`src/rtl/nn_layer_pkg.sv`:
```
// Shared types and helpers for the dense-layer MAC sequencer.
//   state_t  : sequencer FSM states
//   *_DEF    : default fixed-point format
//   ACT_*    : activation selectors
//   idx_w()  : index width for n items, never narrower than one bit
//   sat_dw() : clamp a wide signed value into a dw-bit signed range
package nn_layer_pkg;

   typedef enum logic [2:0] {
      S_IDLE,
      S_ADDR,
      S_ACC,
      S_BIAS,
      S_OUT,
      S_DONE
   } state_t;

   localparam int DATA_W_DEF   = 8;
   localparam int FRAC_DEF     = 4;
   localparam int ACT_IDENTITY = 0;
   localparam int ACT_RELU     = 1;

   // Working width for the bias add and saturation; must exceed ACC_W.
   localparam int SAT_W = 32;

   function automatic int idx_w(input int n);
      return (n > 1) ? $clog2(n) : 1;
   endfunction

   function automatic logic signed [SAT_W-1:0] sat_dw(input logic signed [SAT_W-1:0] v,
                                                      input int                      dw);
      logic signed [SAT_W-1:0] hi;
      logic signed [SAT_W-1:0] lo;
      logic signed [SAT_W-1:0] r;
      hi = (SAT_W'(1) << (dw - 1)) - SAT_W'(1);
      lo = ~hi;
      r  = v;
      if (v > hi) r = hi;
      if (v < lo) r = lo;
      return r;
   endfunction

endpackage

```
`src/rtl/nn_layer_mac_sequencer_mac.sv`:
```
// nn_mac_unit: signed multiply, arithmetic shift by FRAC, and a wrapping
// accumulator with synchronous clear (priority) and enable.
//   clk, rst : clock, synchronous active-high reset
//   clr, en  : clear accumulator / add current product
//   a, b     : signed operands (DATA_W)
//   acc      : accumulator value (ACC_W, signed)
module nn_mac_unit #(
   parameter int DATA_W = 8,
   parameter int FRAC   = 4,
   parameter int ACC_W  = 16
) (
   input  logic                     clk,
   input  logic                     rst,
   input  logic                     clr,
   input  logic                     en,
   input  logic        [DATA_W-1:0] a,
   input  logic        [DATA_W-1:0] b,
   output logic signed [ACC_W-1:0]  acc
);

   logic signed [2*DATA_W-1:0] prod;
   logic signed [2*DATA_W-1:0] prod_sh;
   logic signed [ACC_W-1:0]    acc_d;
   logic signed [ACC_W-1:0]    acc_q;

   assign prod    = $signed(a) * $signed(b);
   assign prod_sh = prod >>> FRAC;

   always_comb begin
      acc_d = acc_q;
      if (clr)     acc_d = '0;
      else if (en) acc_d = acc_q + ACC_W'(prod_sh);
   end

   always_ff @(posedge clk) begin
      if (rst) acc_q <= '0;
      else     acc_q <= acc_d;
   end

   assign acc = acc_q;

endmodule

```
`src/rtl/nn_layer_mac_sequencer.sv`:
```
// nn_layer_mac_sequencer: runs one shared MAC over every neuron of a dense
// layer, generating input-select / weight / bias addresses and emitting one
// activated, saturated result per neuron. Index ports are at least 1 bit wide.
//   clk, rst            : clock, synchronous active-high reset
//   req / ack           : four-phase start/done handshake
//   in_sel / in_data    : layer input index and its combinational value
//   w_addr / w_data     : weight ROM (j*N_IN+k), data one cycle later
//   b_addr / b_data     : bias ROM (j), data one cycle later
//   out_idx/out_data/out_valid : per-neuron result strobe
//
// state  | meaning
// IDLE   | wait for req with ack low; acc, j, k held at zero
// ADDR   | present w_addr/in_sel for (j,k)
// ACC    | accumulate in_data*w_data; advance k or go to BIAS
// BIAS   | present b_addr for neuron j
// OUT    | add bias, activate, saturate, strobe; advance j or go to DONE
// DONE   | ack high until req falls
module nn_layer_mac_sequencer
   import nn_layer_pkg::*;
#(
   parameter int N_IN   = 2,
   parameter int N_OUT  = 1,
   parameter int DATA_W = DATA_W_DEF,
   parameter int FRAC   = FRAC_DEF,
   parameter int ACC_W  = 16,
   parameter int ACT    = ACT_RELU
) (
   input  logic                             clk,
   input  logic                             rst,
   input  logic                             req,
   output logic                             ack,
   output logic [idx_w(N_IN)-1:0]           in_sel,
   input  logic [DATA_W-1:0]                in_data,
   output logic [idx_w(N_IN*N_OUT)-1:0]     w_addr,
   input  logic [DATA_W-1:0]                w_data,
   output logic [idx_w(N_OUT)-1:0]          b_addr,
   input  logic [DATA_W-1:0]                b_data,
   output logic [idx_w(N_OUT)-1:0]          out_idx,
   output logic [DATA_W-1:0]                out_data,
   output logic                             out_valid
);

   localparam int SEL_W = idx_w(N_IN);
   localparam int WA_W  = idx_w(N_IN*N_OUT);
   localparam int IDX_W = idx_w(N_OUT);

   state_t             state_q, state_d;
   logic [SEL_W-1:0]   k_q, k_d;
   logic [IDX_W-1:0]   j_q, j_d;
   logic               ack_q, ack_d;
   logic               out_valid_q, out_valid_d;
   logic [DATA_W-1:0]  out_data_q, out_data_d;
   logic [IDX_W-1:0]   out_idx_q, out_idx_d;

   logic                    acc_clr;
   logic                    acc_en;
   logic signed [ACC_W-1:0] acc;
   logic signed [SAT_W-1:0] sum_s;
   logic signed [SAT_W-1:0] act_s;

   nn_mac_unit #(
      .DATA_W (DATA_W),
      .FRAC   (FRAC),
      .ACC_W  (ACC_W)
   ) u_mac (
      .clk (clk),
      .rst (rst),
      .clr (acc_clr),
      .en  (acc_en),
      .a   (in_data),
      .b   (w_data),
      .acc (acc)
   );

   // Bias add is done wide so only the final result saturates.
   always_comb begin
      sum_s = SAT_W'(acc) + SAT_W'($signed(b_data));
      act_s = sum_s;
      if (ACT == ACT_RELU && sum_s[SAT_W-1]) act_s = '0;
   end

   always_comb begin
      state_d     = state_q;
      k_d         = k_q;
      j_d         = j_q;
      ack_d       = ack_q;
      out_valid_d = 1'b0;
      out_data_d  = out_data_q;
      out_idx_d   = out_idx_q;
      acc_clr     = 1'b0;
      acc_en      = 1'b0;
      case (state_q)
         S_IDLE: begin
            acc_clr = 1'b1;
            k_d     = '0;
            j_d     = '0;
            if (req && !ack_q) state_d = S_ADDR;
         end
         S_ADDR: state_d = S_ACC;
         S_ACC: begin
            acc_en = 1'b1;
            if (k_q == SEL_W'(N_IN - 1)) begin
               state_d = S_BIAS;
            end else begin
               k_d     = k_q + SEL_W'(1);
               state_d = S_ADDR;
            end
         end
         S_BIAS: state_d = S_OUT;
         S_OUT: begin
            out_valid_d = 1'b1;
            out_data_d  = DATA_W'(sat_dw(act_s, DATA_W));
            out_idx_d   = j_q;
            acc_clr     = 1'b1;
            k_d         = '0;
            if (j_q == IDX_W'(N_OUT - 1)) begin
               state_d = S_DONE;
               ack_d   = 1'b1;
            end else begin
               j_d     = j_q + IDX_W'(1);
               state_d = S_ADDR;
            end
         end
         S_DONE: begin
            if (!req) begin
               state_d = S_IDLE;
               ack_d   = 1'b0;
            end
         end
         default: state_d = S_IDLE;
      endcase
   end

   always_ff @(posedge clk) begin
      if (rst) begin
         state_q     <= S_IDLE;
         k_q         <= '0;
         j_q         <= '0;
         ack_q       <= 1'b0;
         out_valid_q <= 1'b0;
         out_data_q  <= '0;
         out_idx_q   <= '0;
      end else begin
         state_q     <= state_d;
         k_q         <= k_d;
         j_q         <= j_d;
         ack_q       <= ack_d;
         out_valid_q <= out_valid_d;
         out_data_q  <= out_data_d;
         out_idx_q   <= out_idx_d;
      end
   end

   assign in_sel    = k_q;
   assign w_addr    = WA_W'(j_q) * WA_W'(N_IN) + WA_W'(k_q);
   assign b_addr    = j_q;
   assign ack       = ack_q;
   assign out_valid = out_valid_q;
   assign out_data  = out_data_q;
   assign out_idx   = out_idx_q;

endmodule
```
`config.mk`:
```
export PLATFORM = sky130hd
export DESIGN_NAME = nn_layer_mac_sequencer
export DESIGN_NICKNAME = d
export VERILOG_FILES = /design/src/rtl/nn_layer_pkg.sv /design/src/rtl/nn_layer_mac_sequencer_mac.sv /design/src/rtl/nn_layer_mac_sequencer.sv
export SDC_FILE = /design/constraint.sdc
export NUM_CORES = 1
export LEC_CHECK = 0
export ABC_AREA = 1
export CORE_UTILIZATION = 45
export DETAILED_ROUTE_END_ITERATION = 8
export PLACE_DENSITY = 0.74
export SLEW_MARGIN = 20
export SYNTH_ARGS = -nofsm -noshare
export SYNTH_HDL_FRONTEND = slang
export SYNTH_SLANG_ARGS = --single-unit
```
`constraint.sdc`:
```
create_clock -name clk -period 9.8 [get_ports clk]
set_input_delay 2.45 -clock clk [delete_from_list [all_inputs] [get_ports clk]]
set_output_delay 2.45 -clock clk [all_outputs]
set_load 0.02 [all_outputs]
```
==> metrics.md <==
| Metric | Value |
|---|---|
| Syn_area_per_cell | ~6.5 sq um |
| Vias | just over 5000 |
| Die width | approximately 120 um |
| Post-CTS Setup Repair Bufs | 0 |
| Register area share after synthesis | about a tenth |
| Total die area | 13350 sq um |
| Critical path launch point type | input pin |
| NumNets Final | ~1100 |
| H-tree depth | 2 |
| Top cells by count, synth | inv_1 (227), nand2_1 (219), nor2_1 (86) |
| Worst-path maximum fanout | 8 |
| Critical path arrival | around 8.5 ns |
| Clock Path Buffers | 2 |
| Required time worst endpoint | around 10 ns |
| Share of post-route cells with drive strength above 1 | around 3.9% |
| TritonCTS clock tree | done |
| Synth async-reset ratio | 0% |
| Synth warn | 0 |
| Total CTS buffers | 5 |
| Seq pwr share | approximately a tenth |
| Top cell by count, worst path | inv_1 |
| First-pass GRT wire length | 20.69 mm |
| Initial antenna violation count | 0 |
| Clk root buf | clkbuf_16 |
| Pwr per Cell Area | roughly 220 nW/um^2 |
| Hold Path Class | reg2reg |
| Synth Flop Type | dfxtp_1 |
| Final setup fails | 0 |
| Kind of critical path | in2reg |
| Starting density of the core | a little under half |
| Die Span Y | 115.5 um |
| Layout area overhead | 11.69% |
| Number of enable flip-flop cells after synthesis | 0 |
| Worst setup margin | 1.427 ns |
| Max VDD drop | between 0.1 and 0.15 mV |
| Final hold viol count | 0 |
| Antenna cells | 0 |
| Syn Inst Count | a little under 900 |
| Crit-path max cell delay | between 0.6 and 0.7 ns |
| Place WS | approximately 1.2 ns |
| Hold buffers post-CTS | 0 |
| Highest achievable clock rate | approximately 120 MHz |
| Slew Viols, Final | 0 |
| Most frequent cell after synthesis | inv_1 |
| Row cnt | a little over 40 |
| Antenna-violating nets left | 0 |
| Final period utilization | approximately 85% |
| Post-Syn Area | a little under 6000 sq um |
| DP Wirelength | around 10 mm |
| Max-Cap Viols | 0 |
| GRT Overall Usage | between 10% and 20% |
| Largest area contributor in the netlist | fa_1 |
| PortBufs | 38 |
| Final GP Congestion | about 0.87 |
| Clock transition at the registers of the reported paths | roughly 0.050 ns |
| Worst-Skew Late Latency | between 0.2 and 0.3 ns |
| DRT Pass-1 Iters | 4 |
| Final wirelength | 11.93 mm |
| CP max stage cell | fa_1 |
| DR WL/cell | 10.88 um |
| GR Overflow Total | 0 |
| Number of clock sinks | 30 |
| Setup TNS | 0 ns |
| Detailed-route DRC error count | 0 |
| Sw Share | roughly 53% |
| Post-cts sizing count | 0 |
| Placeable Area | about 13000 sq um |
| Clock power frac | 10.5% |
| Vias in the first global route | a little under 5000 |
| Fillers | around 1300 |
| Starting DRT DRC Count | about 220 |
| Top post-synthesis cells by area | fa_1 (19%), inv_1 (15%), nand2_1 (14%) |
| Final Skew | approximately 0.0062 ns |
| Unrepaired setup endpoints after global routing | no |
| Io pins | 41 |
| Worst setup EP type | flip-flop |
| Vias per cell | ~4.7 |
| Status | complete, no violations |
| Switching power | between 0.0007 and 0.0008 W |
| Largest net degree at the start of global routing | 24 |
| Int Power | ~0.00068 W |
| Pleak | 3.872 nW |
| Final critical-path required period | between 8 and 9 ns |
| Top cell type's share of synthesized area | between 15 and 20% |
| Yosys reg bits | 30 |
| Logic pwr share | 80.2% |
| Yosys cell types | 41 |
==> cells by family after synthesis <==
| group | share of synthesized area, % |
|---|---|
| other | 0.06465 |
| buffers and inverters | 16.31 |
| xor gates and xnor gates | 4.681 |
| adders and majority gates | 32.48 |
| and+or+nand+nor | 28.32 |
| DFF | 10.35 |
| AOI/OAI and AO/OA | 7.787 |
==> cells in the final DEF, fill, tap and decap left out, types with 27 or more instances in the layout <==
cell and instances:
a21oi_1 34, clkdlybuf4s50_1 38, dfxtp_1 30, fa_1 56, ha_1 61, inv_1 227
nand2_1 219, nand3_1 46, nor2_1 86, o21ai_0 27
==> metal layers <==
layer | GRT usage [%] | part of all wire (%) | wire, um
met2 | 34.29 | 49 | 5886
met1 | 24.26 | 47 | 5636
met5 | 0 | 0 | 0
met4 | 4.935 | 1.0 | 125
met3 | 1.255 | 2.3 | 277
==> power by group through the flow <==
stage,registers [W],clock network (W),logic [W]
final,0.000135,0.000151,0.00116
after detailed placement,0.000137,0,0.00116
after CTS,0.000135,0.000156,0.00117
after global placement,0.000137,0,0.00113
after floorplan,0.000138,0,0.000945
after global routing,0.000135,0.000159,0.00135
==> cell type report <==
class	count	area (sq um)	share of cell area, %
Multi-Input combinational cell	617	4258	65.72
Inverter	230	865.8	13.36
Sequential cell	30	600.6	9.270
Timing Repair Buffer	39	387.9	5.987
Tap cell	172	215.2	3.322
Clock buffer	6	138.9	2.144
Clock inverter	2	12.51	0.1931
==> sequential cells by signal, indices dropped and copies added, names as in the netlist <==
| signal | count |
|---|---|
| ack | 1 |
| in_sel | 1 |
| out_data | 8 |
| out_valid | 1 |
| state_q | 3 |
| u_mac.acc | 16 |
==> worst paths after layout <==
kind,startpoint,to,slack [ns],cells past startpoint
worst max-delay path,w_data[2],u_mac.acc[15],1.43,29
worst min-delay path,out_data[7],out_data[7],0.44,2
worst max register to register,u_mac.acc[0],out_data[3],7.50,14
worst min register to register,out_data[7],out_data[7],0.44,2
==> stage by stage <==
| stage | total power [W] | cell area, sq um | hold slack [ns] | util, % | cells |
|---|---|---|---|---|---|
| floorplan | 0.001083 | 5804 | 0.4949 | - | 895 |
| global placement | 0.001271 | 6327 | 0.4296 | 50.34 | 1088 |
| detailed placement | 0.001298 | 6327 | 0.4344 | 50.34 | 1088 |
| CTS | 0.001456 | 6479 | 0.4421 | 51.55 | 1096 |
| global route | 0.001641 | 6479 | 0.4663 | 51.55 | 1096 |
| finish | 0.001446 | 6479 | 0.4386 | 51.55 | 1096 |
==> worst max-delay path, delay by kind of cell <==
kind	cells	cell delay (ns)
AO/OA/AOI/OAI	3	0.62
AND/OR/NAND/NOR	12	1.37
buffers and inverters	8	1.16
adder cells (fa/ha/maj)	6	2.94
No activity file was read; power rests on OpenSTA's default activity.
==> RTL edit 1 (config.mk and constraints unchanged) <==
Re-encode `state_t` (6 states) as Gray code, 3 bits wide.
--- a/src/rtl/nn_layer_pkg.sv
+++ b/src/rtl/nn_layer_pkg.sv
@@ -7,12 +7,12 @@
 package nn_layer_pkg;
 
    typedef enum logic [2:0] {
-      S_IDLE,
-      S_ADDR,
-      S_ACC,
-      S_BIAS,
-      S_OUT,
-      S_DONE
+      S_IDLE = 3'b000,
+      S_ADDR = 3'b001,
+      S_ACC  = 3'b011,
+      S_BIAS = 3'b010,
+      S_OUT  = 3'b110,
+      S_DONE = 3'b111
    } state_t;
 
    localparam int DATA_W_DEF   = 8;
Formal check against the unedited RTL: same outputs for any inputs over 10 cycles, from zero or initial values and one cycle with rst high; not proved beyond that.
==> RTL edit 1 against the unedited design <==
Design area is essentially flat; setup slack gained 220 ps; core utilization fell by 0.18 points; synthesized cell count down 0.11%; total power fell by 3.9%; global-route usage barely moved; combinational power down 5%; synthesized area is 0.19% higher; wire length fell by 2.2%; sequential cell count did not move; maximum frequency is 2.8% higher; critical endpoint is now u_mac.acc[14]$_SDFFE_PP0N_; largest cell class unchanged; largest power group unchanged.
==> RTL edit 1: results (changes against the unedited design) <==
[placed_design]
detailedPlacementHpwl_mm=10.2  ; -2.6%
gp_congestion=0.870  ; about the same
placed_area_um2=6330  ; about the same

[worst_setup_path]
slowest_stage_delay_cp_ps=590  ; -60 ps
capturing_element_of_the_worst_setup_path=u_mac.acc[14]$_SDFFE_PP0N_
setup.reg_to_reg.worst_slack_ps=7430  ; -70 ps
rr_endpoint=out_data[2]$_SDFFE_PP0P_
crit_path_arrival_time_ps=8320  ; -220 ps
crit_path_max_delay_cell_type=sky130_fd_sc_hd__clkdlybuf4s50_1

[logic_synthesis]
synth.yosys.seq_area_share_pct=10.3  ; -0.020 points
yosysTopAreaCellShare_pct=19.3  ; -0.037 points
synth_top_cells_by_area=sky130_fd_sc_hd__fa_1 (19%), sky130_fd_sc_hd__inv_1 (15%), sky130_fd_sc_hd__nand2_1 (15%)
synth.top_cells.by_count=sky130_fd_sc_hd__inv_1 (232), sky130_fd_sc_hd__nand2_1 (227), sky130_fd_sc_hd__nor2_1 (67)
ys_types=41  ; unchanged
synthesis.instances=893  ; -0.11%

[grt]
grt_max_degree=22  ; -8.3%
first_global_vias=4930  ; +1.6%
global_route_wire_length_before_repair_mm=20.7  ; -0.10%
global_route.usage.total_pct=18.9  ; +0.019 points
antenna_violations_before_repair=0  ; unchanged

[power]
total_switching_power_uw=740  ; -3.6%
power_leakage_uw=0.00388  ; +0.29%
peakVddDrop_mv=0.110  ; -1.8%

[route]
drt_iter0_drc=215  ; -3.2%
dr.pass1.iters=5  ; +1
vias_per_cell=4.64  ; -0.25%
detailroute.via_count=5080  ; -0.43%
postRouteWirelength_mm=11.7  ; -2.2%
remaining_drc_errors=0  ; unchanged

[clock_tree]
clock_path_buffers=2  ; unchanged
htree_levels=2  ; unchanged
post-cts-setup-buffer-count=0  ; unchanged

[final_layout]
design.final.nets=1065  ; -0.19%
largest_register_ffs=16  ; unchanged
post_route_cells_drive_above_1_share_pct=3.90  ; +0.0085 points

[run_status]
run_status=completed

[timing]
timing.clock.skew_ps=7.62  ; +1.38 ps

## RTL edit 1: cell count changes in the layout (fill, tap and decap cells not counted), sizes merged, moves of 3 or more
cell / unedited run / this run
o211ai: 2 / 5
nor3: 3 / 6
inv: 229 / 236
o21a: 1 / 7
nand2: 228 / 237
xnor2: 13 / 10
nor2: 92 / 72
nand4: 10 / 6
o21ai: 29 / 23
a21boi: 4 / 1
## RTL edit 1: metal layers
layer / global-route usage, % / up-vias / share of wire, %
met5: 0 / - / 0
li1: - / 2724 / -
met2: 35.1 / 83 / 49
met3: 1.31 / 12 / 2.7
met1: 23.8 / 2261 / 47
met4: 4.53 / 0 / 1.3
## RTL edit 1: area by class of cell
class / count / area [µm²]
clock inverters: 2 / 12.5
fillers: 1312 / 6140
well taps: 172 / 215
repair buffers: 38 / 380
inverters: 237 / 892
multi-input cells: 609 / 4240
clock buffers: 6 / 139
flip-flops and latches: 30 / 601
## RTL edit 1: kinds of logic after synthesis
group	count (synthesis)	share of synthesized area [%]
AOI/OAI and AO/OA	84	8.61
xor gates and xnor gates	26	3.92
and+or+nand+nor	380	27.9
DFF	30	10.3
other	1	0.0645
buffers and inverters	255	16.7
adders and majority gates	117	32.4
## RTL edit 1: per-stage QoR
step | hold slack [ps] | setup WS, ps
finish | 437 | 1650
global route | 455 | 1120
CTS | 441 | 1670
detailed placement | 431 | 1380
global placement | 432 | 1510
floorplan | 462 | 2320
## RTL edit 1: power by group through the flow
stage          logic, µW  clock network, µW  registers, µW
2_1_floorplan        914                  0            135
4_1_cts             1110                154            133
6_report            1100                152            133
3_5_place_dp        1110                  0            135
3_3_place_gp        1090                  0            135
5_1_grt             1300                160            133
## RTL edit 1: worst max-delay path: cells and delay by family
family	cells	cell delay [ps]
AO/OA/AOI/OAI	5	680
AND/OR/NAND/NOR	9	1090
adder cells (fa/ha/maj)	6	2880
buffers and inverters	9	1190
## RTL edit 1: how the worst min path moves through the flow
stage                                 to  slack (ps)
3_5_place_dp    out_data[7]$_SDFFE_PP0P_         430
3_3_place_gp    out_data[7]$_SDFFE_PP0P_         430
4_1_cts         out_data[7]$_SDFFE_PP0P_         440
5_1_grt         out_data[7]$_SDFFE_PP0P_         450
6_report        out_data[7]$_SDFFE_PP0P_         440
2_1_floorplan  u_mac.acc[0]$_SDFFE_PP0N_         460
==> RTL edit 2 (config.mk and constraints unchanged) <==
Without the edit above. Change the parameter `N_IN` from 2 to 1.
--- a/src/rtl/nn_layer_mac_sequencer.sv
+++ b/src/rtl/nn_layer_mac_sequencer.sv
@@ -18,7 +18,7 @@
 module nn_layer_mac_sequencer
    import nn_layer_pkg::*;
 #(
-   parameter int N_IN   = 2,
+   parameter int N_IN   = 1,
    parameter int N_OUT  = 1,
    parameter int DATA_W = DATA_W_DEF,
    parameter int FRAC   = FRAC_DEF,
Behaviour: not the same (Yosys sat finds a counterexample within 4 cycles, from zero or initial values and one cycle with rst high).
==> RTL edit 2 against the unedited design <==
Wire length down 1.9%; via count is 0.65% higher; synthesized cell count is 1.5% lower; total power is 2.9% higher; synthesized area decreased by 1.5%; sequential cell count decreased by 1; setup slack gained 220 ps; hold slack gained 2.7 ps; count of clock-buffer cells in the layout down 1; core utilization increased by 0.55 points; design area decreased by 1.8%; critical path type unchanged; largest cell class unchanged; highest routed layer unchanged.
==> RTL edit 2: results (changes against the unedited design) <==
[run_status]
run_status=completed

[logic_synthesis]
synthesis.area_per_instance_um2=6.48  ; about the same
ys_types=42  ; +2.4%
synth.top_cells.by_count=sky130_fd_sc_hd__nand2_1 (222), sky130_fd_sc_hd__inv_1 (220), sky130_fd_sc_hd__nor2_1 (85)
synth_top_cells_by_area=sky130_fd_sc_hd__fa_1 (20%), sky130_fd_sc_hd__nand2_1 (15%), sky130_fd_sc_hd__inv_1 (14%)
synth.yosys.seq_area_share_pct=10.2  ; -0.19 points

[power]
internal-power_uw=679  ; +0.14%
peakVddDrop_mv=0.140  ; +24%
power_leakage_uw=0.00377  ; -2.7%
power.clock.fraction_pct=10.0  ; -0.5 points
power_dens_cells_nw_per_um2=234  ; +4.8%

[placed_design]
placed_area_um2=6220  ; -1.7%
placedCellCount=1070  ; -1.7%
gp_congestion=0.944  ; +8.6%
detailedPlacementHpwl_mm=10.2  ; -2.5%
pre_cts_slack_ps=1370  ; +221 ps
port_buffers=36  ; -5.3%

[grt]
global_route.usage.total_pct=19.4  ; +0.47 points
grt_max_degree=22  ; -8.3%
global_route_wire_length_before_repair_mm=20.8  ; +0.43%
first_global_vias=4803  ; -0.97%

[route]
detail_route.wl_per_cell_um=10.9  ; -0.24%
drt_iter0_drc=265  ; +19%
vias_per_cell=4.76  ; +2.3%
dr.pass1.iters=5  ; +1

[worst_setup_path]
setup.reg_to_reg.worst_slack_ps=7480  ; -20 ps
crit_path_arrival_time_ps=8320  ; -220 ps
rr_endpoint=out_data[2]$_SDFFE_PP0P_
r2r.worst_path.cells=15  ; +1
slowest_stage_delay_cp_ps=610  ; -40 ps

[timing]
timing.clock.skew_ps=6.25  ; +0.0106 ps
timing.fmax_mhz=123  ; +2.7%
hold_ws_ps=441  ; +2.73 ps

-- RTL edit 2: routing by layer --
| layer | wire, µm | vias up | GRT usage [%] |
|---|---|---|---|
| li1 | - | 2698 | - |
| met1 | 5790 | 2340 | 27.0 |
| met2 | 5480 | 91 | 32.9 |
| met3 | 332 | 6 | 1.48 |
| met4 | 91 | 0 | 3.98 |
| met5 | 0 | - | 0 |
-- RTL edit 2: area by class of cell --
type                    instances  area (µm²)
inverters                     222         833
repair buffers                 38         375
well taps                     168         210
fillers                      1241        5850
clock buffers                   5         125
multi-input cells             613        4220
clock inverters                 3        17.5
flip-flops and latches         29         581
-- RTL edit 2: cell families after synthesis --
| kind of cell | count (synthesis) | share of synthesized area (%) |
|---|---|---|
| AO/OA/AOI/OAI | 77 | 8.10 |
| other | 1 | 0.0656 |
| flip-flops | 29 | 10.2 |
| adder cells (fa/ha/maj) | 117 | 33.0 |
| buffers and inverters | 242 | 16.3 |
| AND/OR/NAND/NOR | 384 | 27.7 |
| XOR/XNOR | 31 | 4.75 |
